$ cat config.mk
export PLATFORM = sky130hd
export DESIGN_NAME = word_triplet_packer
export DESIGN_NICKNAME = d
export VERILOG_FILES = /design/src/rtl/word_triplet_packer_pkg.sv /design/src/rtl/word_triplet_packer_fifo.sv /design/src/rtl/word_triplet_packer.sv
export SDC_FILE = /design/constraint.sdc
export NUM_CORES = 1
export LEC_CHECK = 0
export ABC_AREA = 0
export CAP_MARGIN = 20
export CORE_ASPECT_RATIO = 1.5
export CORE_UTILIZATION = 30
export DETAILED_ROUTE_END_ITERATION = 8
export PLACE_DENSITY = 0.5
export SYNTH_ARGS = -nofsm -noshare
export SYNTH_HDL_FRONTEND = slang
export SYNTH_SLANG_ARGS = --single-unit
export TNS_END_PERCENT = 20
$ cat constraint.sdc
create_clock -name i_clk -period 14.9 [get_ports i_clk]
set_input_delay 1.49 -clock i_clk [delete_from_list [all_inputs] [get_ports i_clk]]
set_output_delay 1.49 -clock i_clk [all_outputs]
set_load 0.005 [all_outputs]
$ cat src/rtl/word_triplet_packer_pkg.sv
// Shared types for the word triplet packer: fill states and the buffered triplet record.
package word_triplet_packer_pkg;

  localparam int WORD_W = 32;

  typedef enum logic [1:0] {
    FILL_A    = 2'd0,
    FILL_BB   = 2'd1,
    FILL_BBBB = 2'd2
  } fill_state_e;

  typedef struct packed {
    logic [WORD_W-1:0] a;
    logic [WORD_W-1:0] bb;
    logic [WORD_W-1:0] bbbb;
    logic [1:0]        count;
    logic              last;
  } triplet_t;

endpackage

$ cat src/rtl/word_triplet_packer_fifo.sv
// Circular triplet FIFO; storage is cleared on reset so an empty FIFO reads all-zero fields.
module triplet_fifo
  import word_triplet_packer_pkg::*;
#(
  parameter int DEPTH = 2
) (
  input  logic                     clk,
  input  logic                     rst,
  input  logic                     push,
  input  triplet_t                 push_data,
  input  logic                     pop,
  output triplet_t                 head,
  output logic                     full,
  output logic                     empty,
  output logic [$clog2(DEPTH):0]   level
);

  localparam int AW = $clog2(DEPTH);
  localparam int LW = AW + 1;

  triplet_t        mem [DEPTH];
  logic [AW-1:0]   wr_ptr;
  logic [AW-1:0]   rd_ptr;
  logic [LW-1:0]   count;

  assign full  = (count == LW'(DEPTH));
  assign empty = (count == '0);
  assign level = count;
  assign head  = mem[rd_ptr];

  // DEPTH is a power of two, so the pointers wrap by natural overflow.
  always_ff @(posedge clk) begin
    if (rst) begin
      for (int i = 0; i < DEPTH; i++) mem[i] <= '0;
      wr_ptr <= '0;
      rd_ptr <= '0;
      count  <= '0;
    end else begin
      if (push) begin
        mem[wr_ptr] <= push_data;
        wr_ptr      <= wr_ptr + AW'(1);
      end
      if (pop) rd_ptr <= rd_ptr + AW'(1);
      unique case ({push, pop})
        2'b10:   count <= count + LW'(1);
        2'b01:   count <= count - LW'(1);
        default: count <= count;
      endcase
    end
  end

endmodule

$ cat src/rtl/word_triplet_packer.sv
// Packs a single-word stream into a/bb/bbbb triplets, closing early on i_last.
//   state     | meaning
//   FILL_A    | no word held; next word lands in slot a
//   FILL_BB   | a held; next word lands in slot bb
//   FILL_BBBB | a and bb held; next word completes the triplet
module word_triplet_packer
  import word_triplet_packer_pkg::*;
#(
  parameter int WIDTH = WORD_W,
  parameter int DEPTH = 2
) (
  input  logic                      i_clk,
  input  logic                      i_rst,
  input  logic                      i_valid,
  output logic                      i_ready,
  input  logic [WIDTH-1:0]          i_data,
  input  logic                      i_last,
  output logic                      o_valid,
  input  logic                      o_ready,
  output logic [WIDTH-1:0]          o_a,
  output logic [WIDTH-1:0]          o_bb,
  output logic [WIDTH-1:0]          o_bbbb,
  output logic [1:0]                o_count,
  output logic                      o_last,
  output logic [$clog2(DEPTH):0]    o_level
);

  fill_state_e       state;
  logic [WIDTH-1:0]  hold_a;
  logic [WIDTH-1:0]  hold_bb;

  triplet_t          wr_trip;
  triplet_t          head;
  logic              full;
  logic              empty;
  logic              closing;
  logic              accept;
  logic              push;
  logic              pop;

  // A word closes the triplet in the last slot or when it ends a packet.
  assign closing = (state == FILL_BBBB) || i_last;
  assign i_ready = closing ? (!full || o_ready) : 1'b1;
  assign accept  = i_valid && i_ready;
  assign push    = accept && closing;
  assign pop     = !empty && o_ready;

  always_comb begin
    wr_trip      = '0;
    wr_trip.last = i_last;
    unique case (state)
      FILL_A: begin
        wr_trip.a     = WORD_W'(i_data);
        wr_trip.count = 2'd1;
      end
      FILL_BB: begin
        wr_trip.a     = WORD_W'(hold_a);
        wr_trip.bb    = WORD_W'(i_data);
        wr_trip.count = 2'd2;
      end
      default: begin
        wr_trip.a     = WORD_W'(hold_a);
        wr_trip.bb    = WORD_W'(hold_bb);
        wr_trip.bbbb  = WORD_W'(i_data);
        wr_trip.count = 2'd3;
      end
    endcase
  end

  always_ff @(posedge i_clk) begin
    if (i_rst) begin
      state   <= FILL_A;
      hold_a  <= '0;
      hold_bb <= '0;
    end else if (accept) begin
      if (closing) begin
        state   <= FILL_A;
        hold_a  <= '0;
        hold_bb <= '0;
      end else if (state == FILL_A) begin
        hold_a <= i_data;
        state  <= FILL_BB;
      end else begin
        hold_bb <= i_data;
        state   <= FILL_BBBB;
      end
    end
  end

  triplet_fifo #(
    .DEPTH (DEPTH)
  ) u_fifo (
    .clk       (i_clk),
    .rst       (i_rst),
    .push      (push),
    .push_data (wr_trip),
    .pop       (pop),
    .head      (head),
    .full      (full),
    .empty     (empty),
    .level     (o_level)
  );

  assign o_valid = !empty;
  assign o_a     = head.a[WIDTH-1:0];
  assign o_bb    = head.bb[WIDTH-1:0];
  assign o_bbbb  = head.bbbb[WIDTH-1:0];
  assign o_count = head.count;
  assign o_last  = head.last;

endmodule

# == Word level (Yosys, flattened, before mapping) ==
# Memory sizes are Yosys's and may differ from the RTL's. A register that Yosys moved wholly into a read port is not among the register bits.
# Index checks and enable logic that the tools add are counted.
# word_totals
mem_bits_rw,198
n_memories,1
reg_bits,70
inputBits,37
elab_cells,51
out_inout_bits,103
# classes
n_eq_ne,6
n_mux,21
add_sub_neg,4
reduce_logical,13
# memory_table
memory,depth,word_bits,rd,rd_clocked_by_memory_dff,wr,line_no,source
u_fifo.mem,2,99,1,1,2,word_triplet_packer_fifo.sv:21,triplet_t mem [DEPTH];
# ops
operator,count
$mux 32,5
$mux 99,1
$reduce_or 99->1,1
$pmux 32 s2,1
$mux 1,10
$pmux 2 s2,2
$eq 2x2->1 const B,3
$eq 2x1->1 const B,2
$logic_not 2->1,2
$mux 2,2
$logic_and 1x1->1,3
$add 1x1->1 const B,2
$add 2x1->2 const B,1
$logic_not 1->1,2
$logic_or 1x1->1,2
$ne 2x2->1 const B,1
$reduce_and 2->1,1
$reduce_bool 2->1,1
$reduce_or 2->1,1
$sub 2x1->2 const B,1

# == Depth between registers and ports, before layout ==
# depth
depth_word,11
ltp_mapped,8

# == By module ==
# From an unflattened synthesis, not the netlist that was laid out.
# unflattened
hier_cells,1055
area_unflattened_um2,12441.9
# by_module_without_submodules
module,cells_per_inst,area_per_inst_um2,seq_area_each_um2,instances
triplet_fifo,661,8849.7,6045.8,1
word_triplet_packer,394,3592.2,1321.3,1

# == Least setup slack after synthesis ==
# No wires, ideal clock.
# synth_timing
path_kind,input-to-reg
startpoint,input o_ready
endpoint,memory u_fifo.mem[0][0] (netlist bit) (enable)
t_arrival_ns,6.424
setup_time_ns,0.577
setup_slack_ns,7.899
cell_stages,5
path_cell_list,or3b_4 > nand2_2 > nor2_4 > inv_2 > o21bai_1
# synth_rtl
item,line_no,source
start: declaration,word_triplet_packer.sv:19,"input logic o_ready,"
end: declaration,word_triplet_packer_fifo.sv:21,

==> flow_summary_export.csv <==
group,metric,value,unit
run_status,status,"finished clean",
yosys,synth_nets,879,
yosys,ys.flop_type,"edfxtp_1",
floorplan,io_pins,140,
global_routing,grt_pass1_vias,7125,
finish,syn_to_final_growth,23.9,%
cts,post_cts_buffers,0,
timing,rsz0062_at_grt,"no",
cts,clk_pin_slew,0.06,ns
yosys,ys_seq_area_share,64.6,%
floorplan,rows,87,
finish,nNetsFinal,997,
finish,drive_gt1_share,17.9,%
setup_path,reg2regPathDepth,7,
cts,htree_levels,1,
min_path,worstHoldStart,"hold_bb[15]$_SDFFE_PP0P_",
run,max_cap_violations,0,
cts,clk_latency,0.54,ns
setup_path,worstSetupPathType,"reg -> out",
timing,min_period,4.56,ns
yosys,yosys_warnings,0,
drt,drtIter0Drc,384,
yosys,ys_types,40,
cts,ctsResizeCount,0,
floorplan,die_h,241,um
setup_path,cp.arrival,3.07,ns
finish,post-route-util,37.6,%
placement,port_buffers,139,
cts,cts_root_buf,"clkbuf_16",
drt,wl,29900,um
cts,numCtsBuffers,27,
drt,vias,7113,
yosys,synth_mux_area_share,12.6,%
cts,clk_path_buf_depth,3,
yosys,syn_area_per_cell,13.6,um^2
placement,dp_hpwl,17400,um
yosys,synth.ff_latch_count,269,
yosys,synth_compound_area_share,7.72,%
yosys,synthTopCellsByArea,"edfxtp_1 52%, dfxtp_1 12%, mux2_2 9.8%",
timing,worstMarginPinSlew,1.09,ns
finish,postLayoutCellArea,14100,um^2
timing,fmax,0.219,GHz
yosys,synth_top_area_cell,"edfxtp_1",
drt,first_pass_iters,4,
timing,slew_violations,0,
min_path,hold-path-endpoint,"hold_bb[15]$_SDFFE_PP0P_",
floorplan,design.core.area,37600,um^2
timing,hold_viol_final,0,
yosys,synth_top_family_by_area,"multiplexers",
yosys,synthAdderAreaFrac,0.198,%
setup_path,endpoint_kind,"output port",
min_path,hold_depth,1,
min_path,worstHoldPathType,"reg -> reg",
yosys,yosysMostFrequentCell,"edfxtp_1",
drt,remaining_drc_errors,0,
pwr,peakVddDrop,0.0621,mV
setup_path,start_kind,"register",
yosys,async_flop_share,0,%
setup_path,crit_fanout,73,
drt,routedWlPerCell,20.4,um
floorplan,dieArea,38800,um^2
finish,multi_input_area,3730,um^2
timing,finalCritPeriodShare,30.6,%
global_routing,grt-ovfl-total,0,
global_routing,grt_pass1_wl,44700,um
drt,drtAntennaViolNets,0,
pwr,leakage,5.08,nW
global_routing,antenna_found_initial,1,
yosys,synth-simple-area-share,11.5,%
timing,max_slew_margin,27.6,%
setup_path,reg2reg_slack,12.11,ns
placement,place_congestion,0.744,
cts,tritoncts,"yes",
yosys,synth_common_cells,"198 x edfxtp_1, 137 x nor2_1, 99 x mux2_2",
setup_path,rr_endpoint,"u_fifo.mem[0][46]$_SDFFCE_PN0P_",
placement,place_area,13200,um^2
cts,cts.sinks,269,
yosys,syn_inst,841,
yosys,syn-cell-area,11400,um^2
global_routing,grt_use_total,15.3,%
drt,post_drt_via_cell_ratio,4.84,
floorplan,initial_core_util,30.4,%
cts,cts_hold_buffers,0,
floorplan,die_x,161,um
pwr,power_density,138,nW/um^2
finish,fillCellCount,3614,
timing,finalSetupViolCount,0,
global_routing,grt_max_degree,85,
yosys,synth_xor_area_share,0.230,%
yosys,synth-edff-count,198,
finish,regArea,7370,um^2
yosys,synth_top_area_share,52.2,%
setup_path,r2r-start,"u_fifo.level[0]$_SDFFE_PP0P_",
setup_path,critPathRequiredTime,13.41,ns
timing,fin_setup_tns,0,ns
timing,finClkSkew,0.0109,ns
## kinds of logic after synthesis
logic type / count (synthesis)
muxes: 131
adders and majority gates: 2
DFF: 269
xor gates and xnor gates: 3
and+or+nand+nor: 261
AOI/OAI and AO/OA: 106
buffers and inverters: 69
## worst max path at each step
stage / startpoint / endpoint / slack, ns / depth (start not counted)
2_1_floorplan: o_ready / u_fifo.mem[0][0]$_SDFFCE_PN0P_ / 7.90 / 5
3_3_place_gp: o_ready / i_ready / 10.44 / 4
3_5_place_dp: i_last / u_fifo.mem[0][48]$_SDFFCE_PN0P_ / 10.43 / 7
4_1_cts: register / o_bbbb[11] / 10.26 / 3
5_1_grt: register / o_bb[27] / 10.20 / 3
6_report: register / o_a[24] / 10.34 / 3
## cells in the final DEF (no fill, tap or decap), drive strengths merged, types with 32 or more instances in the layout
| master | Yosys | layout |
|---|---|---|
| dfxtp | 71 | 71 |
| and2 | 66 | 66 |
| o32ai | 32 | 32 |
| mux2i | 32 | 32 |
| nor2 | 138 | 138 |
| clkbuf | 37 | 35 |
| edfxtp | 198 | 198 |
| nand2b | 35 | 35 |
| mux2 | 99 | 99 |
| clkdlybuf4s50 | 0 | 138 |
## area by class of cell
cell class / instances / area share [%]
antenna: 1 / 0.0177
clock buffer: 35 / 5.21
inverter: 5 / 0.133
tap: 489 / 4.33
sequential: 269 / 52.2
multi-input combinational: 503 / 26.4
clock inverter: 14 / 1.02
timing repair buffer: 153 / 10.7
## through the flow
stage / power, mW / worst slack, ns / instances / hold WS [ns]
6_report: 1.96 / 10.34 / 1469 / 0.475
5_1_grt: 2.03 / 10.20 / 1469 / 0.485
4_1_cts: 1.99 / 10.26 / 1468 / 0.477
3_5_place_dp: 1.30 / 10.43 / 1419 / 0.456
3_3_place_gp: 1.29 / 10.44 / 1418 / 0.456
2_1_floorplan: 1.08 / 7.90 / 841 / 0.433
## layer usage
metal | global-route usage, % | up-vias | share of wire, %
met5 | 0 | - | 0
met4 | 4.86 | 0 | 2.0
met3 | 1.74 | 36 | 4.1
met2 | 27.2 | 177 | 51
met1 | 19.5 | 3581 | 43
li1 | - | 3319 | -
## worst max-delay path, cell delays in order, from the launching register on
cell             delay (ns)
dfxtp_4                0.63
buf_4                  0.91
mux2_2                 0.47
clkdlybuf4s50_1        0.46
## sequential cells by signal, summed over array words and instances (netlist names), named ones only
signal         cells
u_fifo.mem       198
hold_a            32
hold_bb           32
state              2
u_fifo.level       2
u_fifo.rd_ptr      1
u_fifo.wr_ptr      1
## power by group
group          switching (mW)  leakage (nW)  total (mW)  internal (mW)
clock network           0.287         0.435       0.685          0.399
logic                   0.177          1.99       0.395          0.219
registers              0.0265          2.66       0.874          0.848
(Power assumes the default switching activity.)
